## config.mk

```make
export PLATFORM = sky130hd
export DESIGN_NAME = mdio_slave_flat
export DESIGN_NICKNAME = d
export VERILOG_FILES = /design/src/rtl/mdio_pkg.sv /design/src/rtl/mdio_slave_if.sv /design/src/rtl/mdio_sync_edge.sv /design/src/rtl/mdio_slave.sv /design/src/flat_wrapper.sv
export SDC_FILE = /design/constraint.sdc
export NUM_CORES = 1
export LEC_CHECK = 0
export CAP_MARGIN = 5
export CORE_ASPECT_RATIO = 0.5
export CORE_MARGIN = 1.5
export CORE_UTILIZATION = 35
export DETAILED_ROUTE_END_ITERATION = 12
export PLACE_DENSITY = 0.6
export RECOVER_POWER = 25
export REMOVE_ABC_BUFFERS = 1
export SYNTH_ARGS = -nofsm -noshare
export SYNTH_HDL_FRONTEND = slang
export SYNTH_SLANG_ARGS = --single-unit
```

## constraint.sdc

```tcl
create_clock -name clk -period 2.3 [get_ports clk]
set_clock_uncertainty 0.1 [all_clocks]
set_input_delay 0.345 -clock clk [delete_from_list [all_inputs] [get_ports clk]]
set_output_delay 0.345 -clock clk [all_outputs]
set_load 0.02 [all_outputs]
```

## src/rtl/mdio_pkg.sv

```systemverilog
// Purpose : shared opcodes, field widths and FSM state type for the MDIO slave.
// Latency : n/a (declarations only).
// Backpressure : n/a.
package mdio_pkg;

   localparam int PHYAD_W = 5;
   localparam int REGAD_W = 5;
   localparam int DATA_W  = 16;

   localparam logic [1:0] OP_RD = 2'b10;
   localparam logic [1:0] OP_WR = 2'b01;

   typedef enum logic [2:0] {
      S_IDLE,
      S_ST2,
      S_OP,
      S_PHYAD,
      S_REGAD,
      S_TA,
      S_DATA
   } mdio_state_e;

endpackage

```

## src/rtl/mdio_slave_if.sv

```systemverilog
// Purpose : pad-side MDIO levels plus the register-bank access bus.
// Latency : n/a (wiring only).
// Backpressure : none; the register bank must accept every strobe and return
//                read data exactly one clk after reg_rd.
// Signals : mdc_i/mdio_i pad levels in, mdio_o/mdio_oen pad drive out,
//           reg_addr/reg_wr/reg_wdata/reg_rd/reg_rdata bank access, frame_err.
interface mdio_slave_if;
   import mdio_pkg::*;

   logic                 mdc_i;
   logic                 mdio_i;
   logic                 mdio_o;
   logic                 mdio_oen;
   logic [REGAD_W-1:0]   reg_addr;
   logic                 reg_wr;
   logic [DATA_W-1:0]    reg_wdata;
   logic                 reg_rd;
   logic [DATA_W-1:0]    reg_rdata;
   logic                 frame_err;

   modport slave (
      input  mdc_i, mdio_i, reg_rdata,
      output mdio_o, mdio_oen, reg_addr, reg_wr, reg_wdata, reg_rd, frame_err
   );

   modport master (
      output mdc_i, mdio_i, reg_rdata,
      input  mdio_o, mdio_oen, reg_addr, reg_wr, reg_wdata, reg_rd, frame_err
   );

endinterface

```

## src/rtl/mdio_sync_edge.sv

```systemverilog
// Purpose : SYNC_STAGES-deep synchroniser with a rising-edge detector.
// Latency : SYNC_STAGES clk to sync_o; rise_o is a 1-clk pulse on the synced 0->1.
// Backpressure : none.
// Ports : clk, rst_n, d_i (async level), sync_o (synced level), rise_o (edge pulse).
module mdio_sync_edge #(
   parameter int SYNC_STAGES = 2
) (
   input  logic clk,
   input  logic rst_n,
   input  logic d_i,
   output logic sync_o,
   output logic rise_o
);

   logic [SYNC_STAGES-1:0] sync_q;
   logic                   prev_q;

   always_ff @(posedge clk or negedge rst_n) begin
      if (!rst_n) begin
         sync_q <= '0;
         prev_q <= 1'b0;
      end else begin
         sync_q <= {sync_q[SYNC_STAGES-2:0], d_i};
         prev_q <= sync_q[SYNC_STAGES-1];
      end
   end

   assign sync_o = sync_q[SYNC_STAGES-1];
   assign rise_o = sync_q[SYNC_STAGES-1] & ~prev_q;

endmodule

```

## src/rtl/mdio_slave.sv

```systemverilog
// Purpose : Clause-22 MDIO slave turning frames for PHY_ADDR into register-bank strobes.
// Latency : strobes/pad changes ~SYNC_STAGES+1 clk after the MDC rising edge at the pad.
// Backpressure : none; bank must return reg_rdata exactly 1 clk after reg_rd.
// Ports : clk, rst_n (async, active low), bus (mdio_slave_if.slave).
// Option : MDIO_PREAMBLE_SUPPRESS_EN defined -> one idle 1-bit suffices before ST.
module mdio_slave
   import mdio_pkg::*;
#(
   parameter logic [PHYAD_W-1:0] PHY_ADDR     = 5'd1,
   parameter int                 PREAMBLE_LEN = 32,
   parameter int                 SYNC_STAGES  = 2
) (
   input  logic         clk,
   input  logic         rst_n,
   mdio_slave_if.slave  bus
);

`ifdef MDIO_PREAMBLE_SUPPRESS_EN
   localparam int PRE_REQ = 1;
`else
   localparam int PRE_REQ = PREAMBLE_LEN;
`endif
   localparam int             PCW     = $clog2(PREAMBLE_LEN + 1);
   localparam logic [PCW-1:0] PRE_MAX = PCW'(PRE_REQ);

   logic mdc_rise, mdc_level_unused;
   logic mdio_s, mdio_rise_unused;

   mdio_sync_edge #(.SYNC_STAGES(SYNC_STAGES)) u_mdc_sync (
      .clk(clk), .rst_n(rst_n), .d_i(bus.mdc_i), .sync_o(mdc_level_unused), .rise_o(mdc_rise)
   );

   mdio_sync_edge #(.SYNC_STAGES(SYNC_STAGES)) u_mdio_sync (
      .clk(clk), .rst_n(rst_n), .d_i(bus.mdio_i), .sync_o(mdio_s), .rise_o(mdio_rise_unused)
   );

   mdio_state_e        state;
   logic [PCW-1:0]     pre_cnt;
   logic [3:0]         bit_cnt;
   logic               op_hi, is_rd, is_wr, match;
   logic [PHYAD_W-1:0] phyad;
   logic [REGAD_W-1:0] regad;
   logic [DATA_W-1:0]  wr_shift, rd_shift;
   logic               rd_d;

   logic               mdio_o_q, mdio_oen_q, reg_wr_q, reg_rd_q, frame_err_q;
   logic [REGAD_W-1:0] reg_addr_q;
   logic [DATA_W-1:0]  reg_wdata_q;

   // Field values including the bit being sampled on this mdc_rise.
   logic [REGAD_W-1:0] regad_nx;
   logic [DATA_W-1:0]  wr_nx;
   logic               rd_active;
   assign regad_nx  = {regad[REGAD_W-2:0], mdio_s};
   assign wr_nx     = {wr_shift[DATA_W-2:0], mdio_s};
   assign rd_active = is_rd & match;

   always_ff @(posedge clk or negedge rst_n) begin
      if (!rst_n) begin
         state       <= S_IDLE;
         pre_cnt     <= '0;
         bit_cnt     <= '0;
         op_hi       <= 1'b0;
         is_rd       <= 1'b0;
         is_wr       <= 1'b0;
         match       <= 1'b0;
         phyad       <= '0;
         regad       <= '0;
         wr_shift    <= '0;
         rd_shift    <= '0;
         rd_d        <= 1'b0;
         mdio_o_q    <= 1'b1;
         mdio_oen_q  <= 1'b1;
         reg_addr_q  <= '0;
         reg_wr_q    <= 1'b0;
         reg_wdata_q <= '0;
         reg_rd_q    <= 1'b0;
         frame_err_q <= 1'b0;
      end else begin
         reg_wr_q    <= 1'b0;
         reg_rd_q    <= 1'b0;
         frame_err_q <= 1'b0;
         // Bank answers one clk after the strobe; MDC is slow enough that no
         // mdc_rise can land on the capture cycle.
         rd_d        <= reg_rd_q;
         if (rd_d) rd_shift <= bus.reg_rdata;

         if (mdc_rise) begin
            case (state)
               S_IDLE: begin
                  if (mdio_s) begin
                     if (pre_cnt != PRE_MAX) pre_cnt <= pre_cnt + 1'b1;
                  end else if (pre_cnt == PRE_MAX) begin
                     state   <= S_ST2;
                     pre_cnt <= '0;
                  end else begin
                     pre_cnt <= '0;
                  end
               end
               S_ST2: begin
                  bit_cnt <= '0;
                  if (mdio_s) begin
                     state <= S_OP;
                  end else begin
                     frame_err_q <= 1'b1;
                     state       <= S_IDLE;
                  end
               end
               S_OP: begin
                  if (bit_cnt == 4'd0) begin
                     op_hi   <= mdio_s;
                     bit_cnt <= 4'd1;
                  end else begin
                     bit_cnt <= '0;
                     is_rd   <= ({op_hi, mdio_s} == OP_RD);
                     is_wr   <= ({op_hi, mdio_s} == OP_WR);
                     if ({op_hi, mdio_s} == OP_RD || {op_hi, mdio_s} == OP_WR) begin
                        state <= S_PHYAD;
                     end else begin
                        frame_err_q <= 1'b1;
                        state       <= S_IDLE;
                     end
                  end
               end
               S_PHYAD: begin
                  phyad <= {phyad[PHYAD_W-2:0], mdio_s};
                  if (bit_cnt == 4'd4) begin
                     bit_cnt <= '0;
                     state   <= S_REGAD;
                  end else begin
                     bit_cnt <= bit_cnt + 1'b1;
                  end
               end
               S_REGAD: begin
                  regad <= regad_nx;
                  if (bit_cnt == 4'd4) begin
                     match   <= (phyad == PHY_ADDR);
                     bit_cnt <= '0;
                     state   <= S_TA;
                     if (is_rd && phyad == PHY_ADDR) begin
                        reg_addr_q <= regad_nx;
                        reg_rd_q   <= 1'b1;
                     end
                  end else begin
                     bit_cnt <= bit_cnt + 1'b1;
                  end
               end
               S_TA: begin
                  if (bit_cnt == 4'd0) begin
                     bit_cnt <= 4'd1;
                     if (rd_active) begin
                        mdio_oen_q <= 1'b0;
                        mdio_o_q   <= 1'b0;
                     end
                  end else begin
                     bit_cnt <= '0;
                     state   <= S_DATA;
                     if (rd_active) begin
                        mdio_o_q <= rd_shift[DATA_W-1];
                        rd_shift <= {rd_shift[DATA_W-2:0], 1'b0};
                     end
                  end
               end
               S_DATA: begin
                  wr_shift <= wr_nx;
                  if (bit_cnt == 4'd15) begin
                     bit_cnt <= '0;
                     pre_cnt <= '0;
                     state   <= S_IDLE;
                     if (rd_active) begin
                        mdio_oen_q <= 1'b1;
                        mdio_o_q   <= 1'b1;
                     end
                     if (is_wr && match) begin
                        reg_addr_q  <= regad;
                        reg_wdata_q <= wr_nx;
                        reg_wr_q    <= 1'b1;
                     end
                  end else begin
                     bit_cnt <= bit_cnt + 1'b1;
                     if (rd_active) begin
                        mdio_o_q <= rd_shift[DATA_W-1];
                        rd_shift <= {rd_shift[DATA_W-2:0], 1'b0};
                     end
                  end
               end
               default: state <= S_IDLE;
            endcase
         end
      end
   end

   assign bus.mdio_o    = mdio_o_q;
   assign bus.mdio_oen  = mdio_oen_q;
   assign bus.reg_addr  = reg_addr_q;
   assign bus.reg_wr    = reg_wr_q;
   assign bus.reg_wdata = reg_wdata_q;
   assign bus.reg_rd    = reg_rd_q;
   assign bus.frame_err = frame_err_q;

endmodule

```

## src/flat_wrapper.sv

```systemverilog
// flat-port wrapper written by rule: the top's interface ports become plain ports
module mdio_slave_flat import mdio_pkg::*;
#(
   parameter logic [PHYAD_W-1:0] PHY_ADDR     = 5'd1,
   parameter int                 PREAMBLE_LEN = 32,
   parameter int                 SYNC_STAGES  = 2
)
  (clk, rst_n, bus_mdc_i, bus_mdio_i, bus_reg_rdata, bus_mdio_o, bus_mdio_oen, bus_reg_addr, bus_reg_wr, bus_reg_wdata, bus_reg_rd, bus_frame_err);
  mdio_slave_if bus_i ();
  input  logic clk;
  input  logic rst_n;
  input wire logic [$bits(bus_i.mdc_i)-1:0] bus_mdc_i;
  input wire logic [$bits(bus_i.mdio_i)-1:0] bus_mdio_i;
  input wire logic [$bits(bus_i.reg_rdata)-1:0] bus_reg_rdata;
  output wire logic [$bits(bus_i.mdio_o)-1:0] bus_mdio_o;
  output wire logic [$bits(bus_i.mdio_oen)-1:0] bus_mdio_oen;
  output wire logic [$bits(bus_i.reg_addr)-1:0] bus_reg_addr;
  output wire logic [$bits(bus_i.reg_wr)-1:0] bus_reg_wr;
  output wire logic [$bits(bus_i.reg_wdata)-1:0] bus_reg_wdata;
  output wire logic [$bits(bus_i.reg_rd)-1:0] bus_reg_rd;
  output wire logic [$bits(bus_i.frame_err)-1:0] bus_frame_err;
  assign bus_i.mdc_i = bus_mdc_i;
  assign bus_i.mdio_i = bus_mdio_i;
  assign bus_i.reg_rdata = bus_reg_rdata;
  assign bus_mdio_o = bus_i.mdio_o;
  assign bus_mdio_oen = bus_i.mdio_oen;
  assign bus_reg_addr = bus_i.reg_addr;
  assign bus_reg_wr = bus_i.reg_wr;
  assign bus_reg_wdata = bus_i.reg_wdata;
  assign bus_reg_rd = bus_i.reg_rd;
  assign bus_frame_err = bus_i.frame_err;
  mdio_slave #(.PHY_ADDR(PHY_ADDR), .PREAMBLE_LEN(PREAMBLE_LEN), .SYNC_STAGES(SYNC_STAGES)) u_core (.clk(clk), .rst_n(rst_n), .bus(bus_i));
endmodule
```

Word level (Yosys, flattened, before mapping)

Cells that the tools add are included.
W data, S select, Z words.

Input bits: 20
Register bits: 90
Word-level logic and storage cells: 131

Reductions and logical operators: 24
Bitwise operators: 4
Equal/unequal tests: 28
$add $sub $neg: 2
Muxes and demuxes: 51

Operators with widths:

| kind                  | number |
|---|---|
| $mux W16              | 5 |
| $pmux W16 S2          | 1 |
| $mux W3               | 7 |
| $pmux W3 S7           | 1 |
| $mux W1               | 20 |
| $mux W5               | 4 |
| $mux W6               | 3 |
| $ne A2 B1 Y1 const B  | 9 |
| $pmux W4 S4           | 1 |
| $pmux W6 S2           | 1 |
| $reduce_and A4 Y1     | 3 |
| $reduce_and A6 Y1     | 2 |
| $pmux W5 S2           | 1 |
| $eq A3 B3 Y1 const B  | 3 |
| $ne A3 B2 Y1 const B  | 3 |
| $reduce_and A3 Y1     | 3 |
| $mux W4               | 2 |
| $reduce_and A2 Y1     | 4 |
| $reduce_and A8 Y1     | 1 |
| $add A6 B1 Y6 const B | 1 |
| $eq A3 B2 Y1 const B  | 2 |
| $eq A6 B6 Y1 const B  | 1 |
| $ne A2 B2 Y1 const B  | 3 |
| $ne A6 B6 Y1 const B  | 1 |
| 18 further kinds      | 27 |

Longest topological paths before layout

Gate-level depths: netlist of the first run.

Word-level depth: 6
Mapped depth: 9
Depth with buffers taken out: 7

Modules after synthesis

A second synthesis of the first run with hierarchy kept.

Cell total of the unflattened synthesis: 349
Area, all modules: 4337.9 um^2

Modules (own cells, without submodules):

| module         | area an instance (um^2) | cells each | instances |
|---|---|---|---|
| mdio_slave     | 4160.2                  | 341        | 1 |
| mdio_sync_edge | 88.8                    | 4          | 2 |

Worst setup path after synthesis of the first run

Ideal clock, no wire load.

Path kind: register to register
Start: register u_core.bit_cnt[0]
End: register u_core.rd_shift[11]
Slack: 0.098 ns
Setup time: 0.135 ns
Period minus slack after synthesis: 2.202 ns
Arrival: 1.967 ns
Cell stages (with the launch flop): 10
Cell sequence: dfrtp_1 > inv_1 > ha_1 > or3b_2 > clkbuf_1 > nor3_1 > and4bb_2 > clkbuf_1 > nand2_1 > o21ai_0

Cells in the longest elaborated chain, start to end: 4
Elaborated cells between the ends (all ways): 6
Those cells by class: 1 x eq/ne; 4 x mux; 1 x reduce/logical

Ends and longest elaborated chain:

| element                                                 | RTL line                             | text |
|---|---|---|
| start: declaration                                      | mdio_slave.sv:39                     | `logic [3:0] bit_cnt;` |
| start signal: assignment                                | mdio_slave.sv:131                    | `bit_cnt <= bit_cnt + 1'b1;` |
| start signal: assignment                                | mdio_slave.sv:145                    | `bit_cnt <= bit_cnt + 1'b1;` |
| start signal: assignment                                | mdio_slave.sv:180                    | `bit_cnt <= bit_cnt + 1'b1;` |
| $eq A4 B4 Y1 / $logic_not A4 Y1 (equally long branches) | mdio_slave.sv:166, mdio_slave.sv:149 |  |
| $mux W16, on equally long branches                      | mdio_slave.sv:166, mdio_slave.sv:149 |  |
| $pmux W16 S2 *                                          | mdio_slave.sv:89                     | `case (state)` |
| $mux W16 *                                              | mdio_slave.sv:88                     | `if (mdc_rise) begin` |
| end signal: assignment                                  | mdio_slave.sv:86                     | `if (rd_d) rd_shift <= bus.reg_rdata;` |
| end signal: assignment                                  | mdio_slave.sv:160                    | `rd_shift <= {rd_shift[DATA_W-2:0], 1'b0};` |
| end signal: assignment                                  | mdio_slave.sv:183                    | `rd_shift <= {rd_shift[DATA_W-2:0], 1'b0};` |
| end: declaration                                        | mdio_slave.sv:43                     | `logic [DATA_W-1:0] wr_shift, rd_shift;` |

Every way passes the cells marked *; elsewhere a longest branch is shown, timed or not.
A chain may end at the register's enable or synchronous reset.

Worst setup path in the final report of the first run

Start: register u_core.bit_cnt[0]
End: register u_core.bit_cnt[0]

Cells in the longest elaborated chain, start to end: 3
Elaborated cells between the ends (all ways): 8
Those cells by class: 1 x add/sub; 2 x eq/ne; 4 x mux; 1 x reduce/logical

Ends and longest elaborated chain:

| element                                     | RTL line                                                | text |
|---|---|---|
| $add A4 B1 Y4, or another cell as far along | mdio_slave.sv:131, mdio_slave.sv:145, mdio_slave.sv:180 |  |
| $mux W4, or another cell as far along       | mdio_slave.sv:166                                       | `if (bit_cnt == 4'd15) begin` |
| $pmux W4 S4 *                               | mdio_slave.sv:89                                        |  |

Marks and branches as above.

==> metrics.cfg, run 1 <==
[synthesis]
synthesis.instances = 363
yosysSeqAreaShare = 0.5449
yosysWarnings = 0
yosysUniqueCellTypes = 47
ys_ff_latch = 90
synth_flop_cell = dfrtp_1
synth-edff-count = 0
synth_area_um2 = 4138
async_flop_share = 1.000
synth_area_per_cell_um2 = 11.40

[floorplan]
rows = 27
die_area_um2 = 12520
start_util = 0.3678
die_w_um = 156.8
ios = 46
dieHeight_um = 79.89
core-area_um2 = 11250

[sta]
fmax_ghz = 0.4584
period_share = 0.9484
finalSetupTns_ps = 0
post-route-min-period_ps = 2181
max-slew-margin-rel = 0.3704
tightest_slew_ps = 944.5
finalHoldViolCount = 0
slew_viol_final = 0
setup_viol = 0

[cells_and_area]
nets = 449
multi_input_area_um2 = 1778
fill_cells = 1056
diodes = 0
fin_cells = 587
fin_util = 0.4614
layout-drive-gt1-share = 0.2243
stdcell_area_um2 = 5190
layout_common_cells = dfrtp_1 (88), mux2_2 (49), nand2_1 (44), clkdlybuf4s50_1 (42), o21ai_0 (26)
final_common_cell = dfrtp_1
syn_to_final_growth_pct = 25.43
regArea_um2 = 2255

[placement]
dp.final_hpwl_um = 5770
gp_congestion = 0.8547
dpl.cell_count = 569
io_buffers = 45
dpl_cell_area_um2 = 4886

[route]
first_iter_violations = 179
vias_per_cell = 4.879
drc = 0
via_count = 2864
wl_per_cell_um = 14.14
firstDrtPassIters = 4
final_antenna_net_count = 0
routed_wl_um = 8300

[outcome]
outcome = complete, no violations

[power]
p_switching_mw = 0.7496
pwr-share-seq = 0.510
clockPowerShare = 0.455
p_int_mw = 2.408
p_comb_frac = 0.035
p_leak_nw = 2.261
p_per_area_nw_per_um2 = 608.4
irDropWorstVdd_mv = 0.3800
power_mw = 3.158
switching_share = 0.2374

[clock_network]
clkSlewWorstSetupHoldPaths_ps = 70
clock_latency_ps = 340
cts_num_sinks = 90
htreeDepth = 3
cts_made_buffers = 9
clk_path_buf_depth = 2
cts_root_buf = clkbuf_16
cts_tree = done

[global_routing]
grt_usage = 0.1445
overflow = 0
grt_pass1_wl_um = 14070
grt_max_degree = 39
grt_pass1_vias = 2826
antenna_found_initial = 0

[setup_path]
path_class = register to register
crit_path_end_kind = register
crit_path_start_kind = register
worstPathArrival_ps = 2360
critPathMaxFanout = 9
required_ps = 2480

[hold_path]
worstHoldPathType = register to register

[job]
drv_cap = 0

-- state kept, by name, indices dropped and copies added (netlist names), 2 cells and up --
signal / flops
u_core.u_mdio_sync.sync_q: 2
u_core.bus.reg_wdata: 16
u_core.u_mdc_sync.sync_q: 2
u_core.rd_shift: 16
u_core.regad: 5
u_core.bit_cnt: 4
u_core.wr_shift: 15
u_core.state: 3
u_core.pre_cnt: 6
u_core.phyad: 5
u_core.bus.reg_addr: 5
-- timing repair --
item,CTS,global route
gates resized for setup,0,3
endpoints found under the hold margin,36,0
hold buffers,1,0
endpoints found under the setup margin,0,16
setup buffers,0,1
-- worst paths after layout --
| path | slack [ps] | end | cells after the start | from |
|---|---|---|---|---|
| worst max-delay path | 120 | u_core.bit_cnt[0] | 7 | u_core.bit_cnt[0] |
| worst min-delay path | 250 | u_core.u_mdio_sync.sync_q[1] | 0 | u_core.u_mdio_sync.sync_q[0] |
| worst max register to register | 120 | u_core.bit_cnt[0] | 7 | u_core.bit_cnt[0] |
| min in group asynchronous | 580 | u_core.bus.reg_wdata[3] | 2 | rst_n |
| worst min register to register | 250 | u_core.u_mdio_sync.sync_q[1] | 0 | u_core.u_mdio_sync.sync_q[0] |
| max in group asynchronous | 400 | u_core.bus.mdio_oen | 3 | rst_n |
-- through the flow --
| stage | setup slack (ps) | hold slack (ps) |
|---|---|---|
| detailed placement | 85.69 | 235.5 |
| CTS | 82.89 | 251.5 |
| floorplan | -493.8 | -50.59 |
| finish | 118.7 | 249.5 |
| global route | -1.813 | 261.3 |
| global placement | 174.4 | 234.4 |
-- synthesized netlist by cell type (all sizes together), types with 4 or more instances --
library cell | number | area share
a21oi | 10 | 0.012
and3 | 4 | 0.0060
buf | 5 | 0.0070
clkbuf | 14 | 0.013
dfrtp | 88 | 0.53
ha | 6 | 0.018
inv | 8 | 0.0073
mux2 | 49 | 0.13
mux2i | 20 | 0.048
nand2 | 44 | 0.040
nand2b | 7 | 0.011
nand3 | 4 | 0.0048
nand4 | 5 | 0.0076
nor2 | 16 | 0.015
nor2b | 4 | 0.0060
nor3 | 11 | 0.013
o21ai | 27 | 0.033
xor2 | 4 | 0.0085
-- logic make-up (layout without fill, tap and decap cells) --
| family | after synthesis | after routing | share of synthesized area |
|---|---|---|---|
| AO/OA/AOI/OAI | 58 | 58 | 0.09103 |
| XOR/XNOR | 4 | 4 | 0.008466 |
| adder cells (fa/ha/maj) | 6 | 6 | 0.01814 |
| buffers and inverters | 27 | 92 | 0.02691 |
| flip-flops | 90 | 90 | 0.5449 |
| multiplexers | 69 | 69 | 0.1817 |
| AND/OR/NAND/NOR | 109 | 109 | 0.1288 |
-- power by group through the flow --
stage | combinational (mW) | clock [mW] | sequential, mW
4_1_cts | 0.118 | 1.49 | 1.61
2_1_floorplan | 0.0338 | 0 | 1.64
5_1_grt | 0.128 | 1.54 | 1.61
6_report | 0.109 | 1.44 | 1.61
3_3_place_gp | 0.116 | 0 | 1.64
3_5_place_dp | 0.116 | 0 | 1.64
-- layout make-up --
cell class | instances | share of cell area
Inverter | 8 | 0.005786
Multi-Input combinational cell | 246 | 0.3426
Sequential cell | 90 | 0.4344
Clock buffer | 9 | 0.04339
Timing Repair Buffer | 68 | 0.1220
Tap cell | 159 | 0.03833
Clock inverter | 7 | 0.01350
-- critical path, cell delays in order (launching register included) --
cell     delay, ps
dfrtp_1        410
inv_1           90
ha_2           190
or3b_2         460
buf_4          180
or4_1          460
o21ai_1         80
a221o_1        150
-- routing by layer --
layer / GRT usage / vias to the layer above / wire length (um)
li1: - / 1412 / -
met1: 0.1977 / 1385 / 4212
met2: 0.2235 / 55 / 3633
met3: 0.03909 / 12 / 355
met4: 0.04381 / 0 / 99
met5: 0 / - / 0
Note: power is estimated with default switching activity, not from simulation.
==> run 2: changes to the inputs <==
Settings changed: CAP_MARGIN 5 to 20, CELL_PAD_IN_SITES_DETAIL_PLACEMENT from default to 0, CELL_PAD_IN_SITES_GLOBAL_PLACEMENT from default to 1, MAX_ROUTING_LAYER from default to met4, PLACE_DENSITY 0.6 to 0.71.
==> run 2 against run 1 <==
First-iteration DRC count down 23%. Die area unchanged. Largest cell class unchanged. Non-clock buffer count up 4.
==> metrics.cfg, run 2 (synthesis results as in run 1) <==
[outcome]
outcome = complete, no violations

[setup_path]
path_class = register to register
required_ps = 2480
crit_family = simple AND/OR/NAND/NOR gates
worstPathArrival_ps = 2370
path_buf_inv = 2
crit_path_start_kind = register
critPathMaxFanout = 9
crit_path_end_kind = register
path_depth = 7
ff2ff_path_depth = 7
path_cells = inv_1, ha_2, or3b_2, buf_4, or4_1, o21ai_1, a221o_1
r2r-start = u_core.bit_cnt[0]
rrSetupSlack_ps = 120
crit_slowest_cell = or3b_2
r2r_end = u_core.bit_cnt[0]
max_stage_delay_ps = 470

[clock_network]
cts_root_buf = clkbuf_16
cts_num_sinks = 90
clk_path_buf_depth = 2
cts_tree = done
cts_made_buffers = 9
clock_latency_ps = 350
clkSlewWorstSetupHoldPaths_ps = 60
htreeDepth = 3

[sta]
hold-worst-slack_ps = 247.0
fmax_ghz = 0.4578
period_share = 0.9497
finalHoldViolCount = 0
setup_viol = 0
finalSetupTns_ps = 0
tightest_slew_ps = 1078
post-route-min-period_ps = 2184
slew_viol_final = 0
max-slew-margin-rel = 0.2810

[global_routing]
overflow = 0
grt_pass1_vias = 2879
grt_usage = 0.1605
antenna_found_initial = 0
grt_max_degree = 44
grt_pass1_wl_um = 14900

[placement]
gp_congestion = 0.8479
dp.final_hpwl_um = 5954
io_buffers = 45

[floorplan]
core-area_um2 = 11250
die_w_um = 156.8
start_util = 0.3678
dieHeight_um = 79.89
ios = 46
rows = 27
die_area_um2 = 12520

[power]
irDropWorstVdd_mv = 0.3545
p_leak_nw = 2.282
power_mw = 3.221
p_per_area_nw_per_um2 = 615.2

[route]
final_antenna_net_count = 0
firstDrtPassIters = 4
via_count = 2898
first_iter_violations = 138
drc = 0
wl_per_cell_um = 14.81
routed_wl_um = 8751
vias_per_cell = 4.904

[cells_and_area]
diodes = 0
layout_common_cells = dfrtp_1 (88), mux2_2 (49), nand2_1 (44), clkdlybuf4s50_1 (42), o21ai_0 (26)
final_common_cell = dfrtp_1
nets = 453
syn_to_final_growth_pct = 26.55
layout-drive-gt1-share = 0.2269

[hold_path]
worstHoldPathType = register to register
hold_end = u_core.u_mdio_sync.sync_q[1]
worstHoldStart = u_core.u_mdio_sync.sync_q[0]
hold_depth = 0

[job]
drv_cap = 0

[run 2: worst max path at each step]
stage	from	to	slack [ps]
final	u_core.bit_cnt[0]	u_core.bit_cnt[0]	120
after CTS	u_core.bit_cnt[0]	u_core.rd_shift[9]	90
after floorplan	u_core.state[2]	u_core.bus.reg_wdata[0]	-490
after detailed placement	u_core.bit_cnt[0]	u_core.rd_shift[9]	90
after global placement	u_core.bit_cnt[0]	u_core.rd_shift[15]	160
after global routing	u_core.bit_cnt[1]	u_core.bit_cnt[0]	-10
[run 2: where the power goes]
| group | leakage (nW) | internal, mW | switching, mW |
|---|---|---|---|
| Combinational | 0.984 | 0.0522 | 0.0604 |
| Sequential | 1.16 | 1.60 | 0.0141 |
| Clock | 0.140 | 0.854 | 0.644 |
| Total | 2.28 | 2.50 | 0.719 |
[run 2: layout make-up]
| cell class | count | area, um^2 |
|---|---|---|
| fillers | 1041 | 6013 |
| flip-flops and latches | 90 | 2255 |
| multi-input cells | 246 | 1778 |
| repair buffers | 72 | 674.4 |
| clock buffers | 10 | 229.0 |
| well taps | 159 | 198.9 |
| clock inverters | 6 | 71.32 |
| inverters | 8 | 30.03 |
[run 2: routing by layer]
metal,global-route usage,part of all wire
met2,0.2257,0.42
met3,0.04940,0.063
met1,0.2161,0.50
met5,-,0
met4,0.06095,0.018
[run 2: metrics by stage]
step | std cells | utilization | area, um^2 | setup WS, ps
4_1_cts | 589 | 0.4639 | 5219 | 86.45
3_3_place_gp | 572 | 0.4363 | 4908 | 158.7
6_report | 591 | 0.4655 | 5236 | 115.7
5_1_grt | 591 | 0.4655 | 5236 | -14.04
2_1_floorplan | 344 | - | 4056 | -493.8
3_5_place_dp | 572 | 0.4363 | 4908 | 92.36
[run 2: what timing repair did]
action                                  in CTS  in global routing
buffers inserted                             0                  2
endpoints found under the setup margin       0                 17
endpoints found under the hold margin       18                  0
hold buffers                                 1                  0
resized for setup                            0                  3
